**config.mk**
```make
export PLATFORM = sky130hd
export DESIGN_NAME = instrumented_adder_measure_ctrl
export DESIGN_NICKNAME = d
export VERILOG_FILES = /design/src/rtl/instrumented_adder_measure_ctrl.sv
export SDC_FILE = /design/constraint.sdc
export NUM_CORES = 1
export LEC_CHECK = 0
export BUFFER_PORTS_ARGS = -buffer_cell sky130_fd_sc_hd__buf_2
export CORE_MARGIN = 4
export CORE_UTILIZATION = 40
export CTS_BUF_LIST = sky130_fd_sc_hd__clkbuf_8 sky130_fd_sc_hd__clkbuf_16
export DETAILED_ROUTE_END_ITERATION = 16
export PLACE_DENSITY = 0.62
export SYNTH_ARGS = -nofsm -noshare
export SYNTH_HDL_FRONTEND = slang
export SYNTH_SLANG_ARGS = --single-unit
```
**constraint.sdc**
```tcl
create_clock -name wb_clk_i -period 5.8 [get_ports wb_clk_i]
set_clock_uncertainty 0.15 [all_clocks]
set_input_delay 1.16 -clock wb_clk_i [delete_from_list [all_inputs] [get_ports wb_clk_i]]
set_output_delay 1.16 -clock wb_clk_i [all_outputs]
set_load 0.05 [all_outputs]
```
**src/rtl/instrumented_adder_measure_ctrl.sv**
```systemverilog
// Sequencer for one ring-oscillator timing measurement on the instrumented adder:
// latches operands, gates the ring for a programmed window, counts synchronised chain_out edges.
module instrumented_adder_measure_ctrl #(
    parameter int unsigned WIDTH      = 32,
    parameter int unsigned CNT_W      = 32,
    parameter int unsigned SETTLE_CYC = 4
) (
    input  logic             wb_clk_i,
    input  logic             wb_rst_i,
    input  logic             start,
    input  logic             abort,
    input  logic [WIDTH-1:0] a_in,
    input  logic [WIDTH-1:0] b_in,
    input  logic [CNT_W-1:0] window_cyc,
    input  logic             chain_out,
    output logic [WIDTH-1:0] a_out,
    output logic [WIDTH-1:0] b_out,
    output logic             ring_en,
    output logic             busy,
    output logic             done,
    output logic [CNT_W-1:0] count,
    output logic             overflow
);

    localparam int unsigned DRAIN_CYC = 3;
    localparam int unsigned PH_MAX    = (SETTLE_CYC > DRAIN_CYC) ? SETTLE_CYC : DRAIN_CYC;
    localparam int unsigned PH_W      = $clog2(PH_MAX);
    localparam logic [PH_W-1:0] SETTLE_LOAD = PH_W'(SETTLE_CYC - 1);
    localparam logic [PH_W-1:0] DRAIN_LOAD  = PH_W'(DRAIN_CYC - 1);

    typedef enum logic [2:0] {
        S_IDLE   = 3'd0,
        S_LOAD   = 3'd1,
        S_SETTLE = 3'd2,
        S_RUN    = 3'd3,
        S_DRAIN  = 3'd4,
        S_DONE   = 3'd5
    } state_e;

    state_e           state_q, state_d;
    logic [PH_W-1:0]  ph_q, ph_d;
    logic [CNT_W-1:0] win_q, win_d;
    logic [CNT_W-1:0] win_len_q, win_len_d;
    logic [WIDTH-1:0] a_q, a_d;
    logic [WIDTH-1:0] b_q, b_d;
    logic [CNT_W-1:0] count_q, count_d;
    logic             ovf_q, ovf_d;
    logic             ring_en_q, ring_en_d;
    logic             busy_q, busy_d;
    logic             done_q, done_d;
    logic             sync1_q, sync2_q, prev_q;

    logic start_acc_c;
    logic cnt_en_c;
    logic edge_c;

    assign start_acc_c = (state_q == S_IDLE) && start && !abort;
    assign edge_c      = sync2_q & ~prev_q;
    // With a zero window the ring never ran, so the drain phase has nothing to collect.
    assign cnt_en_c    = (state_q == S_RUN) ||
                         ((state_q == S_DRAIN) && (win_len_q != '0));

    // State and datapath registers
    always_ff @(posedge wb_clk_i or posedge wb_rst_i) begin
        if (wb_rst_i) begin
            state_q   <= S_IDLE;
            ph_q      <= '0;
            win_q     <= '0;
            win_len_q <= '0;
            a_q       <= '0;
            b_q       <= '0;
            count_q   <= '0;
            ovf_q     <= 1'b0;
            ring_en_q <= 1'b0;
            busy_q    <= 1'b0;
            done_q    <= 1'b0;
            sync1_q   <= 1'b0;
            sync2_q   <= 1'b0;
            prev_q    <= 1'b0;
        end else begin
            state_q   <= state_d;
            ph_q      <= ph_d;
            win_q     <= win_d;
            win_len_q <= win_len_d;
            a_q       <= a_d;
            b_q       <= b_d;
            count_q   <= count_d;
            ovf_q     <= ovf_d;
            ring_en_q <= ring_en_d;
            busy_q    <= busy_d;
            done_q    <= done_d;
            sync1_q   <= chain_out;
            sync2_q   <= sync1_q;
            prev_q    <= sync2_q;
        end
    end

    // Next-state and phase timers
    always_comb begin
        state_d = state_q;
        ph_d    = ph_q;
        win_d   = win_q;
        case (state_q)
            S_IDLE: begin
                if (start) begin
                    state_d = S_LOAD;
                end
            end
            S_LOAD: begin
                state_d = S_SETTLE;
                ph_d    = SETTLE_LOAD;
            end
            S_SETTLE: begin
                if (ph_q == '0) begin
                    if (win_len_q == '0) begin
                        state_d = S_DRAIN;
                        ph_d    = DRAIN_LOAD;
                    end else begin
                        state_d = S_RUN;
                        win_d   = win_len_q - CNT_W'(1);
                    end
                end else begin
                    ph_d = ph_q - PH_W'(1);
                end
            end
            S_RUN: begin
                if (win_q == '0) begin
                    state_d = S_DRAIN;
                    ph_d    = DRAIN_LOAD;
                end else begin
                    win_d = win_q - CNT_W'(1);
                end
            end
            S_DRAIN: begin
                if (ph_q == '0) begin
                    state_d = S_DONE;
                end else begin
                    ph_d = ph_q - PH_W'(1);
                end
            end
            S_DONE: begin
                state_d = S_IDLE;
            end
            default: begin
                state_d = S_IDLE;
            end
        endcase
        if (abort) begin
            state_d = S_IDLE;
        end
    end

    // Registered control outputs follow the state being entered
    always_comb begin
        ring_en_d = (state_d == S_RUN);
        busy_d    = (state_d != S_IDLE);
        done_d    = (state_d == S_DONE);
    end

    // Operand capture and saturating edge counter
    always_comb begin
        a_d       = a_q;
        b_d       = b_q;
        win_len_d = win_len_q;
        count_d   = count_q;
        ovf_d     = ovf_q;
        if (start_acc_c) begin
            a_d       = a_in;
            b_d       = b_in;
            win_len_d = window_cyc;
            count_d   = '0;
            ovf_d     = 1'b0;
        end else if (cnt_en_c && edge_c) begin
            if (count_q == '1) begin
                ovf_d = 1'b1;
            end else begin
                count_d = count_q + CNT_W'(1);
            end
        end
    end

    assign a_out    = a_q;
    assign b_out    = b_q;
    assign ring_en  = ring_en_q;
    assign busy     = busy_q;
    assign done     = done_q;
    assign count    = count_q;
    assign overflow = ovf_q;

endmodule

```
# Word level (Yosys, flattened, before mapping)
# Index checks and enable logic that the tools add are counted.
# op_classes
addsub,4
bitwise,2
n_eq_ne,14
reduce_logical,20
n_mux,22
# ops
op,count
two-way mux 32 bit,6
logical NOT 32 bit,2
one-hot mux 32 bit (2 select lines),1
subtractor 32 x 1 -> 32 bit (second input constant),2
adder 32 x 1 -> 32 bit (second input constant),1
== test 32 bit (second input constant),1
nonzero test 32 bit,1
two-way mux 3 bit,6
one-hot mux 3 bit (5 select lines),1
inequality test 2 bit (second input constant),5
== test 3 x 2 -> 1 bit (second input constant),3
two-way mux 2 bit,4
one-hot mux 2 bit (4 select lines),1
AND reduction 4 bit,2
== test 3 bit (second input constant),2
nonzero test 2 bit,3
logical AND 1 bit,4
AND reduction 2 bit,2
nonzero test 4 bit,1
== test 3 x 1 -> 1 bit (second input constant),1
logical NOT 3 bit,1
two-way mux 1 bit,3
inequality test 3 bit (second input constant),1
nonzero test 3 bit,1
7 further kinds,7
# word_totals
register_bits,172
elab_cells,76
input_bits,101
out_inout_bits,100

# Depth between registers and ports, before layout
# Gate-level depths: netlist of run 1.
# depth
word_depth,6
depth_mapped,15
ltp_nobuf,8

# Worst setup path after synthesis of run 1
# Ideal clock, no wire load.
# synth_timing
kind,flip-flop to flip-flop
start,register state_q[0]
end,register win_q[24]
t_required_ns,5.563
stages_incl_launch_ff,15
synth_period_minus_slack_ns,4.001
path_slack_ns,1.799
setup_ns,0.087
arrival_time_ns,3.764
path_buffers,6
cell_sequence,dfrtp_1 -> clkbuf_1 -> nand3b_1 -> buf_2 -> clkbuf_1 -> clkbuf_1 -> buf_1 -> mux2i_1 -> ha_1 -> clkbuf_1 -> inv_1 -> a211o_1 -> a2111oi_4 -> mux2_2 -> a211oi_2
# synth_via
elab_chain_len,3
elab_cells_between_ends,8
classes_between,eq/ne (5); mux (1); reduce/logical (2)
# synth_lines
item,line_no,source
start: declaration,40,"state_e state_q, state_d;"
start signal: assignment,81,state_q <= state_d;
== test 3 x 2 -> 1 bit,103,case (state_q)
inequality test 2 bit (no source line) / nonzero test 2 bit (equally long branches),n/a,
AND reduction 4 bit (no source line),n/a,
end signal: assignment,83,win_q <= win_d;
end: declaration,42,"logic [CNT_W-1:0] win_q, win_d;"
# Parallel ways exist; a longest one is shown, timed or not.
# A chain may end at the register's enable or synchronous reset.

# Final worst setup path of run 1
# layout_timing
start,register state_q[2]
end,register win_q[24]
# The elaborated chain is that of the path after synthesis.

==> results.toml, run 1 <==
[grt]
grt_pass1_vias = 8246
grt_util_all_layers = 0.200
antenna_found_initial = 1
globalRouteOverflowTotal = 0
grt_start_max_net_pins = 117
grt_pass1_wl_mm = 42.7

[detailed_routing]
drc = 0
first_iter_violations = 555
ant_nets = 0
vias_per_cell = 5.41
dr.pass1.iters = 5
wire_per_inst_um = 16.4
wl_mm = 25.6
vias = 8426

[clock_tree]
hold_buffers = 0
cts-root-buf = "clkbuf_16"
htreeDepth = 4
clkSlewWorstSetupHoldPaths_ns = 0.07
cts_sinks = 172
clock_latency_ns = 0.43
cts_tree = "done"
post_cts_buffers = 0
cts_buffers = 17
clockBufferDepth = 2
cts-resized-gates = 0

[logic_synthesis]
synth_fp_nets = 1199
synth_compound_area_frac = 0.140
synth_area_per_cell_um2 = 8.35
ys_seq_area_frac = 0.471
ys.flop_type = "dfrtp_1"
synthAdderAreaFrac = 0.00548
yosysWarnings = 0
synth-simple-area-share = 0.304
async_flop_share = 1.00
netlist_instances = 1094
synth_top_family_by_area = "simple AND/OR/NAND/NOR gates"
synth.distinct_cells = 76
synthMuxAreaShare = 0.0330
ys_ff_latch = 172
synth-xor-area-share = 0.0125
synth-edff-count = 0
synth_area_um2 = 9140

[sta]
post-route-min-period_ns = 3.68
maxSlewViolCount = 0
setup_viol = 0
fmaxAchievable_mhz = 272
rsz0062_at_grt = "false"
worst_slew_margin_rel = 0.371
finalHoldViolCount = 0
fin_setup_tns_ns = 0
worst_pin_slew_ns = 0.944
fin_crit_sh = 0.635

[critical_path]
crit_type = "reg2reg"
end_kind = "flop"
cp-start-kind = "flop"
cp_data_arrival_time_ns = 3.89
crit_fanout = 67
required_ns = 6.00

[die]
dieArea_um2 = 25300
die_w_um = 159
num_rows = 55
die_h_um = 159
initial_core_util = 0.405
core-area_um2 = 22600
io-pin-count = 201

[placement]
gp_congestion = 0.811
placed_area_um2 = 10400
portBuffers = 200
dp_hpwl_mm = 17.3

[cells_and_area]
fin_nets = 1363
multi_input_area_um2 = 4540
fillers = 2208
fin_area_um2 = 11000
final_util = 0.486
areaGrowthSynthToFinish_pct = 20.0
drive_above_1_share = 0.215
seqCellArea_um2 = 4300

[pwr]
p_leak_nw = 5.28
power.density_nw_per_um2 = 389
worst_ir_drop_vdd_mv = 0.237

[run]
maxCapViolations = 0

[status]
status = "completed"

[hold_path]
hp-class = "reg2reg"
==> cells by family (layout without fill, tap and decap cells) <==
group                    count (synthesis)  after routing
flip-flops                             172            172
adder cells (fa/ha/maj)                  4              4
other                                    0              1
multiplexers                            29             29
AND/OR/NAND/NOR                        605            605
buffers and inverters                   82            259
XOR/XNOR                                13             13
AO/OA/AOI/OAI                          189            189
==> layout make-up <==
type                       count  share of cell area
tap                          285              0.0325
timing repair buffer         209              0.0986
multi-input combinational    840               0.414
clock inverter                15              0.0163
clock buffer                  17              0.0388
inverter                      18             0.00651
sequential                   172               0.393
antenna                        1            0.000228
==> state kept, by name, indices dropped and copies added (netlist names), 2 cells and up <==
register   cells
state_q        3
win_q         32
count         32
a_out         32
win_len_q     32
ph_q           2
b_out         32
==> synth_stat cells, types with 4 or more instances <==
master | n | area share
nand2b_1 | 11 | 0.0075
xnor2_1 | 11 | 0.011
mux2_2 | 9 | 0.011
o31ai_1 | 16 | 0.013
buf_2 | 6 | 0.0033
a21oi_1 | 48 | 0.026
nor4_1 | 23 | 0.016
o21ai_0 | 46 | 0.025
ha_1 | 4 | 0.0055
a221oi_1 | 4 | 0.0038
a31oi_1 | 9 | 0.0062
clkbuf_1 | 53 | 0.022
o22ai_1 | 4 | 0.0027
buf_1 | 5 | 0.0021
mux2i_1 | 20 | 0.022
nor2_1 | 80 | 0.033
and2_1 | 6 | 0.0041
or3_1 | 10 | 0.0068
a21o_1 | 4 | 0.0033
and3_1 | 6 | 0.0041
inv_1 | 18 | 0.0074
nand4_1 | 21 | 0.014
nand3_1 | 21 | 0.012
or4_1 | 17 | 0.014
o211ai_1 | 6 | 0.0049
nor3_1 | 36 | 0.020
nand4b_1 | 4 | 0.0038
o21a_1 | 6 | 0.0049
o21bai_1 | 4 | 0.0033
nand2_1 | 343 | 0.14
dfrtp_1 | 172 | 0.47
==> cells in the final DEF (no fill, tap or decap), types with 4 or more instances in the layout <==
master / synthesis / layout
nand2_1: 343 / 343
buf_2: 6 / 200
dfrtp_1: 172 / 172
nor2_1: 80 / 80
a21oi_1: 48 / 48
o21ai_0: 46 / 46
nor3_1: 36 / 36
nor4_1: 23 / 23
nand4_1: 21 / 21
nand3_1: 21 / 20
mux2i_1: 20 / 20
inv_1: 18 / 17
or4_1: 17 / 17
clkbuf_16: 0 / 17
o31ai_1: 16 / 16
nand2b_1: 11 / 11
xnor2_1: 11 / 11
or3_1: 10 / 10
a31oi_1: 9 / 9
mux2_2: 9 / 9
buf_4: 0 / 8
o211ai_1: 6 / 6
o21a_1: 6 / 6
and2_1: 6 / 6
inv_8: 0 / 6
and3_1: 6 / 5
o21bai_1: 4 / 4
o22ai_1: 4 / 4
a221oi_1: 4 / 4
a21o_1: 4 / 4
nand4b_1: 4 / 4
clkinvlp_4: 0 / 4
ha_1: 4 / 4
==> final timing paths <==
path / depth (start not counted) / slack [ns] / end / start
setup / recovery: 7 / 2.12 / win_q[24] / state_q[2]
hold / removal: 0 / 0.23 / sync2_q / sync1_q
setup reg to reg: 7 / 2.12 / win_q[24] / state_q[2]
hold reg to reg: 0 / 0.23 / sync2_q / sync1_q
max in group asynchronous: 3 / 4.17 / win_q[12] / wb_rst_i
min in group asynchronous: 3 / 0.69 / count[1] / wb_rst_i
==> critical path, cell delays in order (launching register included) <==
cell	delay, ns
dfrtp_1	0.52
nand3b_1	0.40
buf_4	0.64
nand4_1	0.35
a211o_1	0.53
a2111oi_4	0.43
mux2_2	0.38
a211oi_2	0.18
==> through the flow <==
stage / total power [mW] / instances / worst slack (ns) / hold slack [ns]
2_1_floorplan: 2.72 / 1094 / 1.80 / 0.181
3_3_place_gp: 3.08 / 1524 / 2.22 / 0.217
3_5_place_dp: 3.10 / 1524 / 2.15 / 0.221
4_1_cts: 4.29 / 1556 / 2.13 / 0.247
5_1_grt: 4.52 / 1557 / 1.95 / 0.240
6_report: 4.26 / 1557 / 2.12 / 0.230
==> layer usage <==
layer | vias up | part of all wire | track usage
li1 | 4148 | - | -
met3 | 26 | 0.067 | 0.0471
met1 | 3983 | 0.46 | 0.276
met4 | 0 | 0.019 | 0.0600
met2 | 269 | 0.46 | 0.317
met5 | - | 0 | 0
==> power breakdown <==
part           leakage [nW]  internal, mW  switching, mW
clock network         0.287         0.619          0.559
registers              2.17          1.47          0.312
logic                  2.82         0.407          0.893
Note: power is estimated with default switching activity, not from simulation.
==> run 2: changes to the inputs <==
Settings changed: PLACE_DENSITY 0.62 to 0.6.
Clock period 5.8 ns to 3.55 ns, I/O delays scaled along.
==> run 2 against run 1 <==
  * Hold slack got worse by 0.028 ns
  * Highest routed layer is now met5
  * Largest cell class unchanged
  * Non-clock buffer count is 22 higher
  * Design area is 2.1% higher
  * Maximum frequency grew 20%
  * Via count increased by 2.3%
==> results.toml, run 2 (synthesis gave the netlist of run 1 again) <==
[sta]
fmaxAchievable_mhz = 326
rsz0062_at_grt = "false"
fin_crit_sh = 0.864
fin_setup_tns_ns = 0
finalHoldViolCount = 0
worst_pin_slew_ns = 0.772
setup_viol = 0
post-route-min-period_ns = 3.07
maxSlewViolCount = 0
worst_slew_margin_rel = 0.485

[die]
die_w_um = 159
num_rows = 55
dieArea_um2 = 25300
initial_core_util = 0.405
die_h_um = 159
io-pin-count = 201
core-area_um2 = 22600

[clock_tree]
cts_tree = "done"
clock_latency_ns = 0.44
hold_buffers = 0
clockBufferDepth = 2
cts_buffers = 17
cts-resized-gates = 0
post_cts_buffers = 0
cts_sinks = 172
clkSlewWorstSetupHoldPaths_ns = 0.07
cts-root-buf = "clkbuf_16"
htreeDepth = 4

[placement]
dp.cells = 1546
gp_congestion = 0.833
portBuffers = 200
dp_hpwl_mm = 19.0

[cells_and_area]
drive_above_1_share = 0.228
multi_input_area_um2 = 4540
final_cell_mix = "nand2_1 (343), buf_2 (200), dfrtp_1 (172), nor2_1 (80), a21oi_1 (48)"
fin_nets = 1385
seqCellArea_um2 = 4300
fillers = 2188
areaGrowthSynthToFinish_pct = 22.4
layout_commonest_cell = "nand2_1"
instances_no_fill = 1579

[grt]
grt_pass1_vias = 8519
globalRouteOverflowTotal = 0
grt_start_max_net_pins = 85
antenna_found_initial = 2
grt_util_all_layers = 0.212
grt_pass1_wl_mm = 44.7

[critical_path]
reg2regPathDepth = 7
r2r_end = "win_q[20]"
cp_data_arrival_time_ns = 3.22
required_ns = 3.70
crit_type = "reg2reg"
crit_chain = "nor4_1, nand4_1, o31ai_1, o21ai_2, buf_4, a41oi_1, nand3_1"
cp_slowest_cell = "o31ai_1"
cp-start-kind = "flop"
reg2reg_slack_ns = 0.48
r2r_start = "win_len_q[14]"
slowest_delay_ns = 0.60
crit_fanout = 38
end_kind = "flop"

[hold_path]
hold_depth = 0
hp-class = "reg2reg"
hold_end = "sync2_q"
holdCritStartpoint = "sync1_q"

[run]
maxCapViolations = 0

[pwr]
p_sw_frac = 0.415
p_comb_frac = 0.310
p_seq_frac = 0.411
p_leak_nw = 5.42
clkPwrFrac = 0.278
switching_power_mw = 2.93
power.density_nw_per_um2 = 630
worst_ir_drop_vdd_mv = 0.354
p_int_mw = 4.12

[detailed_routing]
wire_per_inst_um = 17.0
wl_mm = 26.8
vias_per_cell = 5.46
dr.pass1.iters = 5
vias = 8620
drc = 0
first_iter_violations = 656
ant_nets = 0

[status]
status = "completed"
==> run 2: layout make-up <==
class                      instances  share of cell area
clock buffer                      17              0.0380
timing repair buffer             231               0.116
antenna                            1            0.000224
sequential                       172               0.385
multi-input combinational        840               0.406
inverter                          18             0.00638
tap                              285              0.0319
clock inverter                    15              0.0171
==> run 2: worst max path at each step <==
stage	startpoint	endpoint	slack (ns)	depth (start not counted)
finish	win_len_q[14]	win_q[20]	0.48	7
CTS	win_len_q[14]	win_q[20]	0.52	7
global route	win_len_q[19]	win_q[27]	0.24	6
floorplan	state_q[0]	win_q[24]	0.009	14
detailed placement	state_q[1]	win_q[30]	0.54	9
global placement	win_len_q[19]	win_q[31]	0.52	6
==> run 2: routing by layer <==
layer,vias up,routed length [um],track usage
met5,-,12,0
met4,2,438,0.0635
met3,32,1730,0.0559
met2,232,12600,0.336
met1,4168,12000,0.287
li1,4186,-,-
==> run 2: power by group through the flow <==
stage               registers [mW]  clock network (mW)  logic (mW)
global placement              2.92                   0        2.16
floorplan                     3.40                   0        1.05
detailed placement            2.92                   0        2.20
finish                        2.90                1.96        2.19
CTS                           2.89                2.00        2.20
global route                  2.97                2.08        2.43
==> run 2: critical path: cells and delay by family, from the launching register on <==
family | cells | cell delay (ns)
buffers and inverters | 1 | 0.31
AO/OA/AOI/OAI | 3 | 0.99
flip-flops | 1 | 0.47
AND/OR/NAND/NOR | 3 | 1.01
==> run 2: through the flow <==
stage	hold slack [ns]	setup slack (ns)	utilization	power, mW	area (um^2)
after floorplan	0.181	0.00889	-	4.45	9150
after global placement	0.186	0.520	0.468	5.08	10600
after detailed placement	0.187	0.535	0.468	5.12	10600
after CTS	0.204	0.516	0.496	7.09	11200
after global routing	0.207	0.242	0.496	7.48	11200
final	0.202	0.484	0.496	7.05	11200
